===== src/rtl/pc_fetch.sv =====
// pc_fetch -- program-counter register and instruction-fetch sequencer for
// the multi-cycle MIPS core.
//
// Holds the PC, fetches the word at PC over a valid/ready request plus a
// valid-only response, buffers it for decode, and on the decode handoff
// loads the next PC supplied by the next-PC calculator.
//
// Ports:
//   clk, rst                        rising-edge clock, async active-high reset
//   pc            out [31:0]        current PC (to next-PC calculator)
//   npc_in        in  [31:0]        next PC, sampled only on handoff
//   halt          in                suppresses starting a new request
//   imem_req_valid/ready, imem_addr instruction memory request channel
//   imem_rsp_valid, imem_rsp_data   instruction memory response
//   if_valid/ready, if_instr, if_pc buffered instruction to decode
//   fetch_cnt     out [CNT_W-1:0]   completed handoffs, wraps silently
//   busy          out               fetch in flight or instruction held
//   misalign      out               only with PC_ALIGN_CHECK_EN
//
// Optional build macro: PC_ALIGN_CHECK_EN -- a handoff with npc_in[1:0] != 0
// still loads pc but raises misalign and parks the sequencer in S_TRAP
// until reset.
module pc_fetch #(
    parameter logic [31:0] RESET_PC = 32'h0000_3000,
    parameter int unsigned CNT_W    = 32
) (
    input  logic             clk,
    input  logic             rst,
    output logic [31:0]      pc,
    input  logic [31:0]      npc_in,
    input  logic             halt,
    output logic             imem_req_valid,
    input  logic             imem_req_ready,
    output logic [31:0]      imem_addr,
    input  logic             imem_rsp_valid,
    input  logic [31:0]      imem_rsp_data,
    output logic             if_valid,
    input  logic             if_ready,
    output logic [31:0]      if_instr,
    output logic [31:0]      if_pc,
    output logic [CNT_W-1:0] fetch_cnt,
    output logic             busy
`ifdef PC_ALIGN_CHECK_EN
    ,
    output logic             misalign
`endif
);

`ifdef PC_ALIGN_CHECK_EN
    typedef enum logic [1:0] {S_REQ, S_WAIT, S_HOLD, S_TRAP} state_t;
`else
    typedef enum logic [1:0] {S_REQ, S_WAIT, S_HOLD} state_t;
`endif

    state_t state, state_nxt;

    logic req_fire;
    logic rsp_take;
    logic handoff;

    assign req_fire  = imem_req_valid & imem_req_ready;
    assign rsp_take  = (state == S_WAIT) & imem_rsp_valid;
    assign handoff   = if_valid & if_ready;
    assign imem_addr = pc;

`ifdef PC_ALIGN_CHECK_EN
    logic npc_bad;
    assign npc_bad = |npc_in[1:0];
`endif

    // State register
    always_ff @(posedge clk or posedge rst) begin
        if (rst) begin
            state <= S_REQ;
        end else begin
            state <= state_nxt;
        end
    end

    // Next-state logic
    always_comb begin
        state_nxt = state;
        case (state)
            S_REQ: begin
                if (req_fire) begin
                    state_nxt = S_WAIT;
                end
            end
            S_WAIT: begin
                if (imem_rsp_valid) begin
                    state_nxt = S_HOLD;
                end
            end
            S_HOLD: begin
                if (handoff) begin
`ifdef PC_ALIGN_CHECK_EN
                    state_nxt = npc_bad ? S_TRAP : S_REQ;
`else
                    state_nxt = S_REQ;
`endif
                end
            end
            default: state_nxt = state;
        endcase
    end

    // Output logic; state already sits in S_REQ during reset, so the
    // request is additionally masked by rst itself.
    always_comb begin
        imem_req_valid = 1'b0;
        if_valid       = 1'b0;
        busy           = 1'b0;
        case (state)
            S_REQ:  imem_req_valid = !halt && !rst;
            S_WAIT: busy = 1'b1;
            S_HOLD: begin
                if_valid = 1'b1;
                busy     = 1'b1;
            end
            default: ;
        endcase
    end

    // PC, instruction buffer and handoff counter
    always_ff @(posedge clk or posedge rst) begin
        if (rst) begin
            pc        <= RESET_PC;
            if_instr  <= '0;
            if_pc     <= '0;
            fetch_cnt <= '0;
        end else begin
            if (rsp_take) begin
                if_instr <= imem_rsp_data;
                if_pc    <= pc;
            end
            if (handoff) begin
                pc        <= npc_in;
                fetch_cnt <= fetch_cnt + CNT_W'(1);
            end
        end
    end

`ifdef PC_ALIGN_CHECK_EN
    always_ff @(posedge clk or posedge rst) begin
        if (rst) begin
            misalign <= 1'b0;
        end else if (handoff && npc_bad) begin
            misalign <= 1'b1;
        end
    end
`endif

endmodule


===== config.mk =====
export PLATFORM = sky130hd
export DESIGN_NAME = pc_fetch
export DESIGN_NICKNAME = d
export VERILOG_FILES = /design/src/rtl/pc_fetch.sv
export SDC_FILE = /design/constraint.sdc
export NUM_CORES = 1
export LEC_CHECK = 0
export ABC_AREA = 1
export ABC_CLOCK_PERIOD_IN_PS = 4800
export BUFFER_PORTS_ARGS = -buffer_cell sky130_fd_sc_hd__buf_2
export CORE_MARGIN = 3
export CORE_UTILIZATION = 49
export DETAILED_ROUTE_END_ITERATION = 12
export HOLD_SLACK_MARGIN = 0.12
export PLACE_DENSITY = 0.81
export SETUP_SLACK_MARGIN = 0.2
export SKIP_LAST_GASP = 1
export SLEW_MARGIN = 20
export SYNTH_ARGS = -nofsm -noshare
export SYNTH_HDL_FRONTEND = slang
export SYNTH_SLANG_ARGS = --single-unit

===== constraint.sdc =====
create_clock -name clk -period 4.8 [get_ports clk]
set_clock_uncertainty 0.1 [all_clocks]
set_input_delay 0.72 -clock clk [delete_from_list [all_inputs] [get_ports clk]]
set_output_delay 0.72 -clock clk [all_outputs]
set_load 0.02 [all_outputs]

Yosys cells after proc, flatten, opt, wreduce, memory -nomap -nowiden
Index checks and enable logic that the tools add are counted.
{"block": "word_totals", "reg_bits": 130, "latchBits": 0, "mem_bits_rw": 0, "romBits": 0, "output_inout_bits": 163, "n_memories": 0}
{"block": "classes", "n_addsub": 1, "mul": 0, "div_mod_pow": 0, "magnitude_cmp": 0, "eq_ne": 5, "n_shift": 0, "muxes": 7, "bitwise": 3, "n_reduce_logical": 7}
{"operator": "$add 32x1->32 const B", "count": 1}
{"operator": "$mux 2", "count": 3}
{"operator": "$ne 2x2->1 const B", "count": 3}
{"operator": "$pmux 2 s3", "count": 1}
{"operator": "$reduce_and 4->1", "count": 1}
{"operator": "$and 1x1->1", "count": 3}
{"operator": "$mux 1", "count": 3}
{"operator": "$reduce_bool 3->1", "count": 1}
{"operator": "$eq 2x1->1 const B", "count": 1}
{"operator": "$eq 2x2->1 const B", "count": 1}
{"operator": "$logic_not 1->1", "count": 2}
{"operator": "$logic_not 2->1", "count": 1}
{"operator": "$reduce_or 2->1", "count": 1}
{"operator": "$logic_and 1x1->1", "count": 1}

Logic depth before layout (Yosys ltp)
{"block": "depth", "ltp_word": 6, "depth_mapped": 11, "mapped_depth_nobuf": 10}

Worst setup path after synthesis
Ideal clock, no wire load.
{"block": "synth_timing", "path_kind": "input to output", "from": "input rst", "to": "output imem_req_valid", "arrival_time_ps": 3948, "slack_ps": 32, "cell_stages": 3, "path_buffers": 0, "path_cell_list": "inv_1 -> nand2_1 -> nor2_1"}
{"block": "synth_between", "elab_chain_len": 3}
{"item": "from (decl)", "line_no": "28", "rtl": "input logic rst,"}
{"item": "$logic_not 1->1 (no line)"}
{"item": "$logic_and 1x1->1", "line_no": "114", "rtl": "S_REQ: imem_req_valid = !halt && !rst;"}
{"item": "$mux 1", "line_no": "113", "rtl": "case (state)"}
{"item": "to (decl)", "line_no": "32", "rtl": "output logic imem_req_valid,"}
No other way between the ends.

Worst setup path after layout
Same ends and word-level chain as after synthesis.

==> out/qor.txt <==
Vias per cell - 4.81
Die width - 115 um
Drt pass-1 iters - 4
HP Class - register to register
Syn Area/Cell - 8.38 um^2
Final setup fails - 0
DR vias - 5,071
Final worst path period share - 0.563
Core area - 11,500 um^2
Worst path required time - 3.98 ns
Post-CTS setup buffer count - 0
Clock period minus final worst setup slack - 2.70 ns
CTS tree - done
Slew HR - 0.309
Net Count, Synth - 769
Crit path DAT - 1.88 ns
DIE HEIGHT - 115 um
DRT Wirelength - 14.7 mm
Largest net degree at the start of global routing - 76
Area Overhead vs Synth - 29.5%
Nets - 972
Final slew viol count - 0
Hold_sp - if_instr[27]
Critical Path Start - rst
Max cap viols - 0
Mapped cell area - 5820 um^2
Final setup TNS - 0 ns
Grt ovf - 0
DP HPWL - 10.2 mm
Synth unique cells - 27
Cells after synthesis - 695
# hold bufs at CTS - 0
Initial Utilization - 0.506
CTS buffer count - 17
Max Clk Rate - 370 MHz
Sequential area share after synthesis - 0.559
Unrepaired setup endpoints after global routing - false
Crit-path max FO - 57
Die ar. - 13,200 um^2
Post-CTS Resized - 0
Root buffer cell - clkbuf_16
Initial DRC count - 240
Fillers - 956
Num ports - 233
Routed WL per cell - 14.0 um
Vias in the first global route - 4,725
Antenna viol nets, final - 0
Synthesized flop and latch total - 130
Worst Max-Slew Pin Slew - 1.04 ns
RR Startpoint - state[1]
Worst-Skew Late Latency - 0.42 ns
Run status - complete, no violations
H-tree Lvls - 4
First-pass GRT wire length - 23.4 mm
Setup CP Type - input port to output pin
Gpl congestion - 0.880
DRC Markers - 0
Worst setup SP type - input port
Gr usage total - 0.226
Final Hold Viols - 0
Setup crit end kind - output pin
Leak - 4.34 nW
Number of port buffers - 232
FF/Latch Area - 3260 um^2
Max Root-Sink Buffers - 2
# rows - 39
Clock sinks - 130
VDD IR-drop max - 0.000411 V
CTS clk-pin slew, worst paths - 0.05 ns
Area of the multi-input gates - 2090 um^2
Share of post-route cells with drive strength above 1 - 0.325
Power density cells - 691 nW/um^2
Antenna Cells - 0
Hold slack - 0.371 ns
Warnings, synthesis - 0
Initial antenna violation count - 0
-- worst max-delay path, stage by stage --
cell and delay, ns:
buf_2 0.11, clkinvlp_4 0.05, buf_4 0.56, nand2_1 0.12
nor2_1 0.14, buf_2 0.18
-- cell families after synthesis --
| family | share of synthesized area |
|---|---|
| compound gates | 0.00946 |
| xor+xnor | 0.0241 |
| fa+ha+maj | 0.00860 |
| flops | 0.559 |
| buf+inv | 0.0830 |
| simple gates | 0.316 |
-- sequential cells by signal, summed over array words and instances (netlist names) --
register,count
fetch_cnt,32
if_instr,32
if_pc,32
imem_addr,32
state,2
-- path summary, 6_finish.rpt --
check	depth (start not counted)	slack, ns	endpoint
min reg2reg	2	0.37	if_instr[27]
max	6	2.10	imem_req_valid
max reg2reg	7	2.35	state[1]
min	2	0.37	if_instr[27]
min in group asynchronous	3	0.42	fetch_cnt[9]
max in group asynchronous	4	2.73	imem_addr[22]
-- stage by stage --
stage / instances / utilization / cell area, um^2 / power [mW] / setup WS, ns
6_report: 1054 / 0.654 / 7540 / 5.21 / 2.10
5_1_grt: 1054 / 0.654 / 7540 / 5.51 / 1.92
4_1_cts: 1054 / 0.654 / 7540 / 5.26 / 2.05
3_5_place_dp: 1022 / 0.597 / 6880 / 3.81 / 2.05
3_3_place_gp: 1022 / 0.597 / 6880 / 3.75 / 2.06
2_1_floorplan: 695 / - / 5830 / 3.21 / 1.10
-- report_power, final --
group | leakage (nW) | switching (mW) | total [mW] | internal, mW
sequential | 1.65 | 0.293 | 1.81 | 1.52
clock | 0.326 | 0.459 | 1.43 | 0.973
combinational | 2.36 | 1.35 | 1.96 | 0.615
total | 4.34 | 2.10 | 5.21 | 3.11
-- cell usage after synthesis --
cell type,count,share of area
nand3_4,1,0.0030
buf_2,8,0.0069
and2_1,1,0.0011
o21ai_0,10,0.0086
nand3_2,2,0.0034
buf_1,2,0.0013
o21ai_1,1,0.00086
xnor2_1,6,0.0090
nand2_2,2,0.0021
nor2_2,8,0.0086
nand3_1,16,0.014
inv_2,2,0.0013
nor3_1,1,0.00086
nor2_4,6,0.012
xor2_1,10,0.015
dfrtp_1,128,0.55
nor2_1,27,0.017
ha_1,4,0.0086
inv_1,36,0.023
nand3b_1,3,0.0039
clkbuf_1,10,0.0064
clkinv_1,2,0.0013
dfstp_2,2,0.0090
nand4_1,14,0.015
nor2_8,1,0.0034
nand2_1,359,0.23
buf_4,33,0.043
-- layer usage --
layer	GRT usage	vias to the layer above	wire [um]	share of wire
met5	0	-	0	0
met4	0.0822	0	273	0.019
met3	0.0611	24	1110	0.075
met2	0.380	192	7220	0.49
met1	0.281	2347	6110	0.42
li1	-	2508	-	-
-- area by class of cell --
type,count,share of cell area
tap,143,0.0237
inverter,40,0.0204
clock buffer,22,0.0642
sequential,130,0.432
multi-input combinational,472,0.277
timing repair buffer,237,0.159
clock inverter,10,0.0236
-- cells in the final DEF, fill, tap and decap left out --
cell type	netlist	final
nand3_1	16	16
clkbuf_8	0	4
nand3_4	1	1
dfrtp_1	128	128
xor2_1	10	10
ha_1	4	4
buf_2	8	232
nor2_1	27	27
nor2_4	6	6
clkinv_2	0	4
clkinv_1	2	1
nand4_1	14	14
and2_1	1	1
buf_4	33	5
nand3_2	2	2
nor2_2	8	8
o21ai_0	10	10
clkbuf_1	10	1
nand2_2	2	4
nand3b_1	3	3
bufinv_16	0	5
inv_1	36	35
nor3_1	1	1
dfstp_2	2	2
xnor2_1	6	6
clkinvlp_4	0	2
o21ai_1	1	1
nor2_8	1	1
inv_2	2	3
nand2_1	359	357
clkbuf_16	0	17
(Power assumes the default switching activity.)
